$ cat src/rtl/leb128_result_encoder.sv
// leb128_result_encoder: serialises one typed stack value into WebAssembly immediate bytes.
// Ports: clk, reset (async active-low); in_valid/in_ready/in_data[63:0]/in_type[1:0]/in_signed
// accept a value; out_valid/out_ready/out_data[7:0]/out_last emit one byte per cycle;
// err pulses when a 64-bit type is offered with USE_64B=0.
// in_type encoding: 0 = i32, 1 = i64, 2 = f32, 3 = f64 (bit0 = 64-bit, bit1 = float).
module leb128_result_encoder #(
  parameter int USE_64B = 1
) (
  input  logic        clk,
  input  logic        reset,
  input  logic        in_valid,
  output logic        in_ready,
  input  logic [63:0] in_data,
  input  logic [1:0]  in_type,
  input  logic        in_signed,
  output logic        out_valid,
  input  logic        out_ready,
  output logic [7:0]  out_data,
  output logic        out_last,
  output logic        err
);
  localparam logic NO64 = (USE_64B == 0);
  typedef enum logic {IDLE, EMIT} state_t;
  state_t state, state_next;
  logic [63:0] v, r;
  logic [3:0]  cnt;
  logic        flt, sgn, wide, leb_done;
  always_comb begin
    r = sgn ? $unsigned($signed(v) >>> 7) : v >> 7;
    leb_done = sgn ? ((r == 64'd0 && !v[6]) || (&r && v[6])) : (r == 64'd0);
    // byte counter caps the LEB128 length at 5 (i32) / 10 (i64) bytes
    out_last = (state == EMIT) && (flt ? (cnt == (wide ? 4'd7 : 4'd3))
                                       : (leb_done || cnt == (wide ? 4'd9 : 4'd4)));
    out_data = (state == EMIT) ? (flt ? v[7:0] : {~out_last, v[6:0]}) : 8'h00;
    out_valid = (state == EMIT);
    in_ready = (state == IDLE);
    state_next = state;
    if (state == IDLE && in_valid && !(in_type[0] && NO64))
      state_next = EMIT;
    else if (state == EMIT && out_ready && out_last)
      state_next = IDLE;
  end
  always_ff @(posedge clk or negedge reset)
    if (!reset) state <= IDLE;
    else state <= state_next;
  always_ff @(posedge clk or negedge reset) begin
    if (!reset) begin
      v <= '0;
      cnt <= '0;
      flt <= 1'b0;
      sgn <= 1'b0;
      wide <= 1'b0;
      err <= 1'b0;
    end else if (state == IDLE && in_valid) begin
      err <= in_type[0] && NO64;
      v <= (in_type == 2'd0) ? (in_signed ? {{32{in_data[31]}}, in_data[31:0]} : {32'd0, in_data[31:0]})
                             : in_data;
      cnt <= '0;
      flt <= in_type[1];
      sgn <= in_signed && !in_type[1];
      wide <= in_type[0];
    end else begin
      err <= 1'b0;
      if (state == EMIT && out_ready) begin
        v <= flt ? v >> 8 : r;
        cnt <= cnt + 4'd1;
      end
    end
  end
endmodule

$ cat config.mk
export PLATFORM = sky130hd
export DESIGN_NAME = leb128_result_encoder
export DESIGN_NICKNAME = d
export VERILOG_FILES = /design/src/rtl/leb128_result_encoder.sv
export SDC_FILE = /design/constraint.sdc
export NUM_CORES = 1
export LEC_CHECK = 0
export BUFFER_PORTS_ARGS = -buffer_cell sky130_fd_sc_hd__buf_2
export CORE_MARGIN = 1.5
export CORE_UTILIZATION = 38
export CTS_BUF_LIST = sky130_fd_sc_hd__clkbuf_4 sky130_fd_sc_hd__clkbuf_8
export CTS_CLUSTER_DIAMETER = 50
export DETAILED_ROUTE_END_ITERATION = 12
export RECOVER_POWER = 100
export SYNTH_ARGS = -nofsm -noshare
export SYNTH_HDL_FRONTEND = slang
export SYNTH_SLANG_ARGS = --single-unit
$ cat constraint.sdc
create_clock -name clk -period 3.6 [get_ports clk]
set_input_delay 0.18 -clock clk [delete_from_list [all_inputs] [get_ports clk]]
set_output_delay 0.18 -clock clk [all_outputs]
set_load 0.05 [all_outputs]
# ---- Yosys cells after proc, flatten, opt, wreduce, memory -nomap -nowiden
# Cells that the tools add are included.
dict set report totals {
  output_inout_bits 12
  word_cells 43
  reg_bits 72
  input_bits 71
}
dict set report classes {
  reduce_logical 16
  addsub 1
  bitwise 2
  eq_ne 2
  muxes 16
}
# operator n
set ops {}
lappend ops {{$mux W64} 6}
lappend ops {{$logic_not A64 Y1} 1}
lappend ops {{$reduce_and A64 Y1} 1}
lappend ops {{$mux W8} 2}
lappend ops {{$mux W4} 3}
lappend ops {{$logic_and A1 B1 Y1} 7}
lappend ops {{$add A4 B1 Y4 const B} 1}
lappend ops {{$eq A4 B3 Y1} 1}
lappend ops {{$eq A4 B4 Y1} 1}
lappend ops {{$mux W1} 4}
lappend ops {{$reduce_bool A2 Y1} 2}
lappend ops {{$mux W3} 1}
lappend ops {{$logic_not A1 Y1} 2}
lappend ops {{$logic_not A2 Y1} 1}
lappend ops {{$logic_or A1 B1 Y1} 2}
lappend ops {{$not A1 Y1} 2}

# ---- Logic depth before layout (Yosys ltp)
dict set report depth {
  ltp_word 11
  depth_mapped 6
  ltp_nobuf 5
}

# ---- Worst setup path before layout
# Ideal clock, no wire load.
dict set report synth_timing {
  path_type {register to output}
  from {register state (netlist: out_valid)}
  to {output port out_data[7]}
  t_required_ns 3.420
  arrival_ns 2.014
  slack_ns 1.406
  n_path_buf 1
  stages_incl_launch_ff 4
  path_cell_list {dfrtp_1 -> clkbuf_1 -> inv_1 -> a21oi_1}
}
dict set report synth_via {
  elab_chain_len 4
}
# element line_no
set synth_rtl {}
lappend synth_rtl {{start: declaration} 24} ;# state_t state, state_next;
lappend synth_rtl {{start signal: assignment} 45} ;# else state <= state_next;
lappend synth_rtl {{$logic_and A1 B1 Y1} 32} ;# out_last = (state == EMIT) && (flt ? (cnt == (wide ? 4'd7 : 4'd3))
lappend synth_rtl {{$not A1 Y1} 34} ;# out_data = (state == EMIT) ? (flt ? v[7:0] : {~out_last, v[6:0]}) : 8'h00;
lappend synth_rtl {{$mux W8} 34}
lappend synth_rtl {{$mux W8 (*)} 34}
lappend synth_rtl {{end: declaration} 18} ;# output logic [7:0] out_data,
# Every way passes the cells marked *; elsewhere a longest branch is shown, timed or not.

# ---- Worst setup path in the final report
dict set report layout_timing {
  from {register v[38]}
  to {output port out_last}
}
dict set report layout_via {
  elab_chain_len 8
  word_cells_on_any_way 10
  classes_between {3 x mux; 7 x reduce/logical}
}
# element line_no
set layout_rtl {}
lappend layout_rtl {{start: declaration} 25} ;# logic [63:0] v, r;
lappend layout_rtl {{start signal: assignment} 56} ;# v <= (in_type == 2'd0) ? (in_signed ? {{32{in_data[31]}}, in_data[31:0]} : {32'd0, in_data[31:0]})
lappend layout_rtl {{start signal: assignment} 65} ;# v <= flt ? v >> 8 : r;
lappend layout_rtl {{$mux W64 (*)} 29} ;# r = sgn ? $unsigned($signed(v) >>> 7) : v >> 7;
lappend layout_rtl {{$logic_not A64 Y1 or $reduce_and A64 Y1 (tied branches)} 30} ;# leb_done = sgn ? ((r == 64'd0 && !v[6]) || (&r && v[6])) : (r == 64'd0);
lappend layout_rtl {{$logic_and A1 B1 Y1} 30}
lappend layout_rtl {{$logic_or A1 B1 Y1} 30}
lappend layout_rtl {{$mux W1 (*)} 30}
lappend layout_rtl {{$logic_or A1 B1 Y1 (*)} 33} ;# : (leb_done || cnt == (wide ? 4'd9 : 4'd4)));
lappend layout_rtl {{$mux W1 (*)} 32}
lappend layout_rtl {{$logic_and A1 B1 Y1 (*)} 32}
lappend layout_rtl {{end: declaration} 19} ;# output logic out_last,
# Marks and branches as above.

==> results.yml <==
clock_tree:
  cts_tree: "done"
  cts.sinks: 72
  clk-insertion-delay-late_ns: 0.36
  cts_resized: 0
  clockRootBuffer: "clkbuf_8"
  clock_path_buffers: 2
  cts_hold_buf: 1
  path_clk_slew_ns: 0.08
  post-cts-setup-buffers: 0
  htree_levels: 3
  cts_buffers: 9
yosys:
  yosys.area.top_type: "dfrtp_1"
  yosysWarnings: 0
  synthArstFlopShare_pct: 100.0
  synthFlopType: "dfrtp_1"
  synth_commonest_cells: "a21oi_1, dfrtp_1, nand2_1"
  synth_top_area_share_pct: 42.47
  netlist_area_um2: 4243
  syn_nets: 580
  synthTopCellsByArea: "dfrtp_1, a21oi_1, o21ai_0, mux2i_1, mux2_2"
  ys_seq_area_share_pct: 42.47
  synth_edf_count: 0
  synth.distinct_cells: 36
  synth_seq_cells: 72
  syn_area_per_cell_um2: 8.352
  yosysMostFrequentCell: "a21oi_1"
  syn_inst: 508
sta:
  fin_tns_setup_ns: 0
  finalHoldViolations: 0
  fin_crit_ns: 2.880
  timing.fmax_mhz: 347.2
  drv_slew: 28
  holdWs_ns: 0.01340
  finClkSkew_ns: 0.008595
  relSlewSlack_pct: -3.104
  setup_slack_ns: 0.7202
  setup_viol: 0
  rsz0062_at_grt: "no"
  fin_crit_sh_pct: 80.00
  tightest_slew_ns: 1.547
grt:
  grt_max_degree: 77
  grt_pass1_vias: 3907
  antenna_found_initial: 0
  grt_first_pass_wirelength_mm: 19.64
  grt.overflow.total: 0
  grt_usage_pct: 21.66
hold_path:
  hold_path_class: "in2reg"
status:
  violations: "capacitance limit, slew limit"
  status: "complete, but fails checks"
worst_setup_path:
  cp_slowest_stage_delay_ns: 0.56
  timing.rr.end: "v[26]"
  worstPathArrival_ns: 2.70
  crit_path_cell_trace: "nor4_1 -> nand4_1 -> or4_1 -> nand3_2 -> and3_1 -> clkbuf_1"
  worstSetupStartpoint: "v[38]"
  crit_path_end: "out_last"
  reg2reg_setup_slack_ns: 0.78
  critPathCaptureType: "output pin"
  cp.required_ns: 3.42
  slowest_stage: "or4_1"
  reg2reg_from: "out_valid"
  start_kind: "flip-flop"
  reg2reg_depth: 4
  worstPathMaxFanout: 5
  worst-setup-path-type: "reg2out"
finish:
  nets: 640
  n_antenna_cell: 0
  layout-drive-gt1-share_pct: 20.98
  fin_area_um2: 4885
  synthToLayoutAreaGrowth_pct: 15.13
drt:
  viasPerCell: 5.493
  drc: 0
  dr_total_vias: 3911
  dr.pass1.iters: 5
  wl_per_cell_um: 16.90
  drt_iter0_drc: 273
  ant_nets: 0
  routed_wl_mm: 12.03
placement:
  place_area_um2: 4725
  hpwl_mm: 8.538
  numPortBuffers: 81
  gp_congestion: 0.8843
  dp_slack_ns: 1.290
die:
  num_rows: 38
  die_width_um: 108.7
  die_height_um: 108.7
  io_pins: 83
  initial_utilization_pct: 39.14
  fp.dieArea_um2: 11810
  core_area_um2: 10840
run:
  maxCapViolations: 1
power:
  ir_worst_vdd_uv: 294.3
  power_density_nw_per_um2: 854.9
  p_leak_nw: 2.088
  total_power_mw: 4.176
## cell families (layout without fill, tap and decap cells)
| kind of cell | Yosys count | after routing | synth area share (%) |
|---|---|---|---|
| compound gates | 170 | 170 | 20.38 |
| xor+xnor | 1 | 1 | 0.2065 |
| fa+ha+maj | 1 | 1 | 0.2949 |
| buf+inv | 41 | 105 | 3.981 |
| flops | 72 | 72 | 42.47 |
| mux | 56 | 56 | 13.92 |
| other cells | 1 | 1 | 0.08838 |
| simple gates | 166 | 166 | 18.67 |
## metrics by stage
| stage | cells | util [%] |
|---|---|---|
| after floorplan | 508 | - |
| after global placement | 696 | 43.58 |
| after detailed placement | 696 | 43.58 |
| after CTS | 712 | 45.43 |
| after global routing | 712 | 45.06 |
| final | 712 | 45.06 |
## registers in the layout, indices dropped and copies added, names as in the netlist
register and flops:
cnt 4, flt 1, out_valid 1, sgn 1
v 64, wide 1
## cells in the final DEF (no fill, tap or decap), types with 2 or more instances in the layout
| master | instances |
|---|---|
| nor3_1 | 2 |
| buf_2 | 69 |
| nor4_1 | 14 |
| and2_1 | 8 |
| clkbuf_2 | 3 |
| nand3_1 | 4 |
| a211oi_1 | 2 |
| nor4_2 | 2 |
| clkbuf_8 | 10 |
| nand4_1 | 19 |
| mux2i_1 | 32 |
| clkinv_2 | 3 |
| buf_4 | 2 |
| clkbuf_1 | 14 |
| mux2_2 | 24 |
| nand2_1 | 70 |
| a21oi_1 | 98 |
| dfrtp_1 | 71 |
| o21ai_0 | 66 |
| nor2_1 | 36 |
## worst min-delay path by stage
stage | start | depth (start not counted) | to
4_1_cts | in_type[0] | 3 | wide
6_report | in_type[0] | 3 | wide
2_1_floorplan | reset | 0 | cnt[0]
5_1_grt | in_type[0] | 3 | wide
3_3_place_gp | reset | 1 | v[13]
3_5_place_dp | reset | 1 | v[13]
## cell type report
| class | instances | area [µm²] |
|---|---|---|
| fill | 1123 | 5956 |
| multi-input combinational | 395 | 2275 |
| sequential | 72 | 1803 |
| timing repair buffer | 89 | 437.9 |
| tap | 140 | 175.2 |
| clock buffer | 11 | 145.1 |
| clock inverter | 4 | 45.04 |
| inverter | 1 | 3.754 |
## per-layer routing
layer  global-route usage, %  routed length (µm)  part of all wire, %  vias up
li1                        -                   -                    -     1939
met1                   29.47                5554                   46     1853
met2                   34.82                5605                   47      100
met3                   2.750                 590                  4.9       19
met4                   9.117                 281                  2.3        0
met5                       0                   0                    0        -
## power by group
| group | internal [mW] | switching (mW) |
|---|---|---|
| combinational | 0.742 | 1.05 |
| clock | 0.340 | 0.313 |
| sequential | 1.16 | 0.573 |
| total | 2.24 | 1.94 |
## worst max-delay path, delay by kind of cell (launching register included)
family / cells / cell delay, ns
simple gates: 5 / 1.45
buf+inv: 1 / 0.47
flops: 1 / 0.43
Note: power is estimated with default switching activity, not from simulation.
